[src/rtl/sb_config_ctrl.sv]
// Configuration controller for NUM_SB switch-box elements: shadow store written by a host,
// atomically committed to the active configuration bus, with read-back and bulk clear.
module sb_config_ctrl #(
    parameter  int unsigned NUM_SB = 16,
    parameter  int unsigned ADDR_W = 4,
    localparam int unsigned DATA_W = 16,
    localparam int unsigned EPOCH_W = 8
) (
    input  logic                     clk,
    input  logic                     rst,
    input  logic                     cmd_valid,
    output logic                     cmd_ready,
    input  logic [1:0]               cmd_op,
    input  logic [ADDR_W-1:0]        cmd_addr,
    input  logic [DATA_W-1:0]        cmd_data,
    output logic                     rsp_valid,
    input  logic                     rsp_ready,
    output logic [DATA_W-1:0]        rsp_data,
    output logic [DATA_W*NUM_SB-1:0] cfg_out,
    output logic [EPOCH_W-1:0]       cfg_epoch,
    output logic                     busy,
    output logic                     err,
    input  logic                     err_clr
);

    typedef enum logic [1:0] {
        OP_WRITE  = 2'b00,
        OP_READ   = 2'b01,
        OP_COMMIT = 2'b10,
        OP_CLEAR  = 2'b11
    } op_e;

    typedef enum logic [1:0] {
        ST_IDLE,
        ST_CLEAR,
        ST_RESP
    } state_e;

    localparam logic [ADDR_W:0]   NUM_SB_X = (ADDR_W+1)'(NUM_SB);
    localparam logic [ADDR_W-1:0] LAST_IDX = ADDR_W'(NUM_SB - 1);

    state_e                state_q, state_d;
    logic [DATA_W-1:0]     shadow_q [NUM_SB];
    logic [DATA_W-1:0]     shadow_d [NUM_SB];
    logic [DATA_W-1:0]     active_q [NUM_SB];
    logic [DATA_W-1:0]     active_d [NUM_SB];
    logic [ADDR_W-1:0]     idx_q, idx_d;
    logic [EPOCH_W-1:0]    epoch_q, epoch_d;
    logic                  err_q, err_d;
    logic                  rsp_valid_q, rsp_valid_d;
    logic [DATA_W-1:0]     rsp_data_q, rsp_data_d;
    logic                  addr_ok_c;
    logic                  err_set_c;

    assign addr_ok_c = ({1'b0, cmd_addr} < NUM_SB_X);

    // State and store registers
    always_ff @(posedge clk) begin
        if (rst) begin
            state_q     <= ST_IDLE;
            idx_q       <= '0;
            epoch_q     <= '0;
            err_q       <= 1'b0;
            rsp_valid_q <= 1'b0;
            rsp_data_q  <= '0;
            for (int i = 0; i < int'(NUM_SB); i++) begin
                shadow_q[i] <= '0;
                active_q[i] <= '0;
            end
        end else begin
            state_q     <= state_d;
            idx_q       <= idx_d;
            epoch_q     <= epoch_d;
            err_q       <= err_d;
            rsp_valid_q <= rsp_valid_d;
            rsp_data_q  <= rsp_data_d;
            shadow_q    <= shadow_d;
            active_q    <= active_d;
        end
    end

    // Command decode, clear walk and response handshake
    always_comb begin
        state_d     = state_q;
        shadow_d    = shadow_q;
        active_d    = active_q;
        idx_d       = idx_q;
        epoch_d     = epoch_q;
        err_d       = err_q;
        rsp_valid_d = rsp_valid_q;
        rsp_data_d  = rsp_data_q;
        err_set_c   = 1'b0;

        case (state_q)
            ST_IDLE: begin
                if (cmd_valid) begin
                    case (op_e'(cmd_op))
                        OP_WRITE: begin
                            if (addr_ok_c) shadow_d[cmd_addr] = cmd_data;
                            else           err_set_c = 1'b1;
                        end
                        OP_READ: begin
                            rsp_valid_d = 1'b1;
                            state_d     = ST_RESP;
                            if (addr_ok_c) begin
                                rsp_data_d = shadow_q[cmd_addr];
                            end else begin
                                rsp_data_d = '0;
                                err_set_c  = 1'b1;
                            end
                        end
                        OP_COMMIT: begin
                            active_d = shadow_q;
                            epoch_d  = epoch_q + EPOCH_W'(1);
                        end
                        OP_CLEAR: begin
                            idx_d   = '0;
                            state_d = ST_CLEAR;
                        end
                    endcase
                end
            end
            ST_CLEAR: begin
                shadow_d[idx_q] = '0;
                idx_d           = idx_q + ADDR_W'(1);
                if (idx_q == LAST_IDX) state_d = ST_IDLE;
            end
            ST_RESP: begin
                if (rsp_ready) begin
                    rsp_valid_d = 1'b0;
                    state_d     = ST_IDLE;
                end
            end
            default: state_d = ST_IDLE;
        endcase

        // A new error outranks a simultaneous clear
        if (err_clr)   err_d = 1'b0;
        if (err_set_c) err_d = 1'b1;
    end

    for (genvar g = 0; g < int'(NUM_SB); g++) begin : g_cfg
        assign cfg_out[DATA_W*g +: DATA_W] = active_q[g];
    end

    assign cmd_ready = (state_q == ST_IDLE);
    assign busy      = (state_q != ST_IDLE);
    assign cfg_epoch = epoch_q;
    assign err       = err_q;
    assign rsp_valid = rsp_valid_q;
    assign rsp_data  = rsp_data_q;

endmodule

[config.mk]
export PLATFORM = sky130hd
export DESIGN_NAME = sb_config_ctrl
export DESIGN_NICKNAME = d
export VERILOG_FILES = /design/src/rtl/sb_config_ctrl.sv
export SDC_FILE = /design/constraint.sdc
export NUM_CORES = 1
export LEC_CHECK = 0
export CAP_MARGIN = 20
export CORE_MARGIN = 2
export CORE_UTILIZATION = 54
export DETAILED_ROUTE_END_ITERATION = 16
export PLACE_DENSITY = 0.79
export SETUP_SLACK_MARGIN = 0.2
export SLEW_MARGIN = 40
export SYNTH_ARGS = -nofsm -noshare
export SYNTH_HDL_FRONTEND = slang
export SYNTH_SLANG_ARGS = --single-unit
[constraint.sdc]
create_clock -name clk -period 2.7 [get_ports clk]
set_input_delay 0.54 -clock clk [delete_from_list [all_inputs] [get_ports clk]]
set_output_delay 0.54 -clock clk [all_outputs]
set_load 0.02 [all_outputs]
* Word level (Yosys, flattened, before mapping)
Index checks and enable logic that the tools add are counted.
** Word-level totals
- Output and inout bits :: 284
- Input port bits :: 27
- Register bits :: 543
** Cells by class
- Equality and inequality tests :: 13
- Mux-type cells :: 23
- Bitwise gates (word level) :: 4
- Add/subtract/negate cells :: 2
- Reductions and logical operators :: 13
- Order comparisons :: 4
** Operators with widths (number)
- 256-bit 2-to-1 mux :: 2
- 256-bit one-hot mux with 2 select lines :: 1
- 256-bit AND :: 1
- 256-bit bitwise mux :: 1
- 256-bit NOT :: 1
- 16-bit demux with 4-bit select :: 2
- 16-bit binary-select mux with 4-bit select :: 1
- 16-bit 2-to-1 mux :: 4
- 3-bit AND reduction :: 4
- 5-bit greater-or-equal comparator (second input constant) :: 2
- 5-bit by 1-bit less-than comparator with 1-bit output (second input constant) :: 2
- 4-bit NOT with 5-bit output :: 2
- 8-bit by 1-bit adder with 8-bit output (second input constant) :: 1
- 4-bit 2-to-1 mux :: 2
- 4-bit one-hot mux with 2 select lines :: 1
- 4-bit AND reduction :: 2
- 2-bit == test (second input constant) :: 3
- 2-bit 2-to-1 mux :: 3
- 2-bit by 1-bit inequality test with 1-bit output (second input constant) :: 3
- 2-bit inequality test (second input constant) :: 3
- 2-bit one-hot mux with 3 select lines :: 1
- 2-bit nonzero test :: 3
- 4-bit by 1-bit adder with 4-bit output (second input constant) :: 1
- 2-bit by 1-bit == test with 1-bit output (second input constant) :: 2
- other kinds (7) :: 11

* Longest topological paths before layout
- Depth after elaboration :: 9
- Depth in mapped cells :: 9

* Worst setup path after synthesis
OpenSTA, ideal clock, no wires.
- Kind :: input to register
- Start :: input cmd_addr[3]
- End :: register rsp_data_q[10] (netlist: rsp_data[10])
- Required time :: 2.578 ns
- Arrival time :: 2.315 ns
- Library setup time :: 0.122 ns
- Stages on the path :: 7
- Path slack :: 0.263 ns
- Buffers on the path :: 3
- Cell sequence :: buf_2 > buf_1 > buf_2 > mux4_2 > nand2_1 > nand2_1 > a221o_1
** Between the ends
- Word-level cells in the longest chain between the ends :: 4
** Ends and longest elaborated chain
- start, declared :: RTL line 14 : input logic [ADDR_W-1:0] cmd_addr,
- 4-bit NOT with 5-bit output (implied by the code) :: RTL line 106 : rsp_data_d = shadow_q[cmd_addr];
- 16-bit binary-select mux with 4-bit select :: RTL line 106
- 16-bit 2-to-1 mux (implied by the code) (2 in series) :: RTL line 106
- end signal, assigned :: RTL line 76 : rsp_data_q <= rsp_data_d;
- end, declared :: RTL line 51 : logic [DATA_W-1:0] rsp_data_q, rsp_data_d;
Every way passes these cells. The select of a mux whose other input is x is not followed.
A chain may end at the register's enable or synchronous reset.

* Worst setup path after layout
- Start :: register state_q[1]
- End :: output busy
** Between the ends
- Word-level cells in the longest chain between the ends :: 1
** Ends and longest elaborated chain
- start, declared :: RTL line 42 : state_e state_q, state_d;
- start signal, assigned :: RTL line 71 : state_q <= state_d;
- 2-bit nonzero test :: RTL line 147 : assign busy = (state_q != ST_IDLE);
- end, declared :: RTL line 21 : output logic busy,
Every way passes these cells.

==> metrics.md <==
| Metric | Value |
|---|---|
| Peak Freq | `415 MHz` |
| Area delta synth->final | `26.9%` |
| Die width | `203 um` |
| Layout cell share with drive strength beyond 1 | `9.47%` |
| Vias/cell | `6.06` |
| Syn nets | `between 2,000 and 2,500` |
| Post-route ant nets | `0` |
| Critical path class | `reg -> out` |
| Largest fanout on the critical path | `13` |
| Buffer depth of the longest clock path | `3` |
| Power Density | `623 nW/um^2` |
| Worst Skew | `0.0305 ns` |
| Root Driver | `clkbuf_16` |
| Worst-Margin Slew | `between 0.9 and 1 ns` |
| Fin nets | `approximately 2,700` |
| Largest net degree at the start of global routing | `195` |
| Post-DP HPWL | `58.6 mm` |
| Synthesis-stage register bit count | `543` |
| Worst hold stages | `2` |
| CP Data Required Time | `2.16 ns` |
| RePlAce Congestion | `0.953` |
| Hold Crit Start | `rst` |
| Min-Delay Path Class | `in -> reg` |
| Total GRT Usage | `37.4%` |
| Final Hold Fails | `0` |
| Warnings, synthesis | `0` |
| GR Overflow Total | `0` |
| Post-Syn Area | `21,400 um^2` |
| Synth unique cells | `46` |
| Slew headroom | `35.8%` |
| Post-synth EDFFs | `0` |
| WP data arrival | `around 1.9 ns` |
| CORE AREA | `38,900 um^2` |
| Boundary Pins | `roughly 310` |
| Worst r2r dst | `shadow_q[90]$_SDFFE_PP0P_` |
| Synth Instances | `2,419` |
| Clock slew at reported path FFs | `0.06 ns` |
| Final setup vio count | `0` |
| Fill cells | `approximately 3,000` |
| Initial DRC Count | `2,396` |
| Most common cell after layout, fill and taps aside | `nand2_1` |
| Num CTS Buffers | `53` |
| Ys async rst share | `0%` |
| Routed length per placed instance | `roughly 24 um` |
| TritonCTS Sinks | `about 540` |
| Fin crit share | `89.2%` |
| Number of global-route vias before repair | `18,200` |
| Drt pass-1 iters | `8` |
| Initial core utilization | `55.0%` |
| R2r setup slk | `0.40 ns` |
| Chip Height | `203 um` |
| Max Slew Vio Count | `0` |
| PortBufs | `roughly 310` |
| Die area | `41,200 um^2` |
| Final min period | `~2.4 ns` |
| CP Launch Type | `flop` |
| Hold buffers post-CTS | `0` |
| Worst ir drop on vdd | `around 0.55 mV` |
| Main synth FF type | `dfxtp_1` |
| Max cap viols | `0` |
| Unrepaired setup endpoints after global routing | `no` |
| Status | `finished, final reports clean` |
| Routed vias | `19,600` |
| Clock latency at the later pin of the worst-skew pair | `0.63 ns` |
| Most frequent cells in the layout | `nand2_1, dfxtp_1, clkdlybuf4s50_1` |
| Antenna violations before repair | `1` |
| Sequential-to-total area share from yosys stat | `50.8%` |
| Hold path endpoint | `cfg_out[127]$_SDFFE_PP0P_` |
| H-tree depth | `2` |
| TritonCTS clock tree | `yes` |
| Launching point of the worst reg2reg path | `state_q[0]$_SDFFE_PP0P_` |
| First-pass GRT wire length | `115 mm` |
| Layout Utilization | `69.8%` |
| Cell Rows | `72` |
| P_leak | `just over 9 nW` |
| R2R cell count | `5` |
| Setup TNS | `0 ns` |
| Routed wire length | `78.5 mm` |
| Crit. End Element | `primary output` |
| DRC viols | `0` |
| Avg Inst Size Synth | `8.85 um^2` |
routing by layer:
layer,vias to the layer above,part of all wire (%),track usage [%]
met1,9398,41,53.3
met2,1254,42,54.5
li1,8788,-,-
met5,-,0,0
met4,0,3.9,13.8
met3,158,13,9.81
how the worst max path moves through the flow:
stage,start,end,slack (ns),cells past startpoint
floorplan,cmd_addr[3],rsp_data[10]$_SDFFE_PP0P_,0.26,7
global placement,cmd_valid,shadow_q[248]$_SDFFE_PP0P_,0.03,6
detailed placement,cmd_valid,shadow_q[242]$_SDFFE_PP0P_,0.006,6
CTS,state_q[0]$_SDFFE_PP0P_,busy,0.16,3
global route,state_q[1]$_SDFFE_PP0P_,busy,0.21,3
finish,state_q[1]$_SDFFE_PP0P_,busy,0.29,3
power breakdown:
group | switching, mW | internal [mW] | total, mW
sequential | 0.0557 | 8.04 | 8.10
clock | 3.27 | 4.71 | 7.98
combinational | 0.580 | 0.260 | 0.840
total | 3.90 | 13.0 | 16.9
metrics by stage:
| stage | total power [mW] | hold slack, ns | setup slack [ns] | area (um^2) | instances |
|---|---|---|---|---|---|
| 6_report | 16.9 | 0.316 | 0.292 | 27200 | 3233 |
| 4_1_cts | 16.9 | 0.343 | 0.158 | 27200 | 3232 |
| 5_1_grt | 17.3 | 0.379 | 0.213 | 27200 | 3232 |
| 2_1_floorplan | 8.76 | 0.442 | 0.263 | 21400 | 2419 |
| 3_5_place_dp | 9.09 | 0.448 | 0.00563 | 25200 | 3133 |
| 3_3_place_gp | 9.08 | 0.445 | 0.0317 | 25200 | 3133 |
cell usage after synthesis, types with 2 or more instances:
master	instances	area, um^2
nand2b_1	34	213
mux4_2	64	1440
nand4_1	17	106
nand3_1	2	10.0
nor2_1	11	41.3
o22ai_1	16	100
nor3_1	9	45.0
a221o_1	16	160
inv_1	202	758
ha_1	7	87.6
nor2b_1	19	119
buf_1	10	37.5
a31oi_1	2	12.5
mux2i_1	48	480
nor4bb_1	2	20.0
a31o_2	2	17.5
dfxtp_1	543	10900
nand2_1	710	2670
a21oi_1	295	1480
clkbuf_1	131	492
xnor2_1	7	61.3
buf_2	52	260
buf_4	3	22.5
nand2_2	2	12.5
o32ai_1	192	1680
nor4_1	2	12.5
a41o_1	2	20.0
what timing repair did:
item | 4_1_cts | 5_1_grt
endpoints found under the hold margin | 0 | 0
setup endpoints to repair | 2 | 17
gates resized for setup | 3 | 2
buffers inserted | 0 | 0
final cells by class:
| type | count | area, um^2 | area share [%] |
|---|---|---|---|
| diodes | 1 | 2.50 | 0.00921 |
| clock buffers | 76 | 1560 | 5.75 |
| clock inverters | 23 | 342 | 1.26 |
| inverters | 202 | 758 | 2.79 |
| multi-input cells | 1478 | 8980 | 33.1 |
| flip-flops and latches | 543 | 10900 | 40.0 |
| well taps | 518 | 648 | 2.39 |
| repair buffers | 392 | 3990 | 14.7 |
registers in the layout, summed over array words and instances, names as in the netlist:
signal     cells
shadow_q     256
idx_q          4
cfg_out      256
state_q        2
rsp_valid      1
rsp_data      16
cfg_epoch      8
worst max-delay path: stages, from the launching register on:
cell and delay [ns]:
dfxtp_4 0.41, nor2_2 0.25, inv_1 0.06, clkdlybuf4s50_1 0.53
cell families (layout without fill, tap and decap cells):
kind of cell	Yosys count	count (layout)	share of synthesized area, %
AO/OA/AOI/OAI	530	530	16.5
XOR/XNOR	7	7	0.286
adder cells (fa/ha/maj)	7	7	0.409
buffers and inverters	398	693	7.34
flip-flops	543	543	50.8
multiplexers	113	113	9.03
other	1	2	0.0175
AND/OR/NAND/NOR	820	820	15.7
Power figures use the tool's default switching activity.
==> RTL change (same flow settings) <==
Reset style: asynchronous (`rst`), changed in one clocked block.
--- a/src/rtl/sb_config_ctrl.sv
+++ b/src/rtl/sb_config_ctrl.sv
@@ -56,5 +56,5 @@
 
     // State and store registers
-    always_ff @(posedge clk) begin
+    always_ff @(posedge clk or posedge rst) begin
         if (rst) begin
             state_q     <= ST_IDLE;
Formal check against the unedited RTL: not equivalent (Yosys sat finds a counterexample within 4 cycles, from zero or initial values and one cycle with rst high; the reset may be asserted at any time).
==> RTL change against the original RTL <==
Routed wire length shrank 16%. Setup slack lost 6.5 ps. Design area grew 5.5%. Sequential cell count is the same. Synthesized cell count shrank 35%. Sequential share of layout area grew 7.4 points. Synthesized area grew 6.7%. Largest cell class unchanged.
Power is not compared: it rests on default switching activity, and its combinational part moved more than twofold at a synthesized area within 25%.
==> RTL change: results <==
set metrics [dict create \
    status "completed" \
    ys_async_sr_fraction 1.00 \
    r2r_start "state_q[1]" \
    fin_skew_ps 17.7 \
    globalplace.congestion 0.892 \
    ys.flop_type "dfrtp_1" \
    yosysSeqAreaShare 0.595 \
    grt_use_total 0.303 \
    finalNonFillerCells 2485 \
    cts_buffers 53 \
    reg2reg_slack_ps 620 \
    dr_wl_met3_microns 5590 \
    netlist-cell-type-count 57 \
    critPathMaxFanout 11 \
    drive_gt1_frac 0.262 \
    leakagePower_nw 13.3 \
    netlist_top_cells_count "dfrtp_1 (543), mux2_2 (259), a22o_1 (227), mux2i_1 (108), nand2_1 (71)" \
    slew_headroom 0.404 \
    r2r_end "shadow_q[94]" \
    grt_pass1_wl_microns 100000 \
    rr_worst_depth 6 \
    drtIter0Drc 1447 \
    dr_wl_met2_microns 30600 \
    met1_usage 0.430 \
    met2_usage 0.469 \
    nets 1940 \
    synth_compound_area_frac 0.113 \
    n_fill_cell 2906 \
    dp_hpwl_microns 45400 \
    syn_avg_cell_area_sq_um 14.5 \
    firstDrtPassIters 7 \
    dp_cells 2389 \
    synth_xor_area_frac 0.00345 \
    grt_pass1_vias 16000 \
    hold_path.class "primary input to async pin" \
    met1Wirelength_microns 27600 \
    clkLatencyLatePin_ps 600 \
    use_met3 0.0585 \
    routedWlPerCell_microns 26.5 \
    synthAdderAreaFrac 0.00274 \
    startpoint "state_q[0]" \
    grt_max_degree 102 \
    yosys-mux-area-fraction 0.202 \
    yosys-top-cells-area "dfrtp_1 (60%), mux2_2 (13%), a22o_1 (8.7%)" \
]
-- RTL change: cell types whose count changed after synthesis, sizes merged, moves of 60 or more --
cell and change:
o32ai -192, a21oi -281, mux2i +60, clkbuf -105, inv -178, a22o +227, nand2 -627, dfxtp -543
dfrtp +543, mux2 +258
-- RTL change: what timing repair did --
action	CTS	global route
resized for setup	3	1
buffers inserted	0	2
hold buffers	0	0
gates cloned	0	0
setup endpoints to repair	2	1
-- RTL change: metrics by stage --
step                      worst slack [ps]  power, W  instance area, sq um  TNS [ps]  hold WS [ps]
after floorplan                      -5230    0.0198                 22800  -2837680           484
after global placement                86.0    0.0249                 26800         0           463
after detailed placement              38.6    0.0254                 26800         0           467
after CTS                              211    0.0330                 28600         0           229
after global routing                   207    0.0344                 28700         0           247
final                                  286    0.0330                 28700         0           251
-- RTL change: worst max-delay path by stage --
stage / endpoint / slack, ps
after floorplan: cfg_epoch[0] / -5230
after global placement: rsp_data[1] / 90
after detailed placement: rsp_data[1] / 40
after CTS: busy / 210
after global routing: busy / 210
final: busy / 290
-- RTL change: power by group through the flow --
stage,sequential (W),combinational (W),clock (W)
final,0.0141,0.0113,0.00758
after floorplan,0.0150,0.00481,0
after global placement,0.0140,0.0110,0
after CTS,0.0140,0.0113,0.00767
after global routing,0.0145,0.0120,0.00798
after detailed placement,0.0141,0.0113,0
-- RTL change: cell type report --
class                   instances  area (sq um)  area share
flip-flops and latches        543         13600       0.474
multi-input cells             887          8410       0.293
repair buffers                399          4100       0.143
clock buffers                  78          1570      0.0549
well taps                     539           674      0.0235
clock inverters                14           214     0.00747
inverters                      24          93.8     0.00328
diodes                          1          2.50   0.0000873
-- RTL change: critical path, stage by stage (launching register included) --
cell             delay, ps
dfrtp_2                510
nor2_4                 180
inv_1                   60
clkdlybuf4s50_1        540
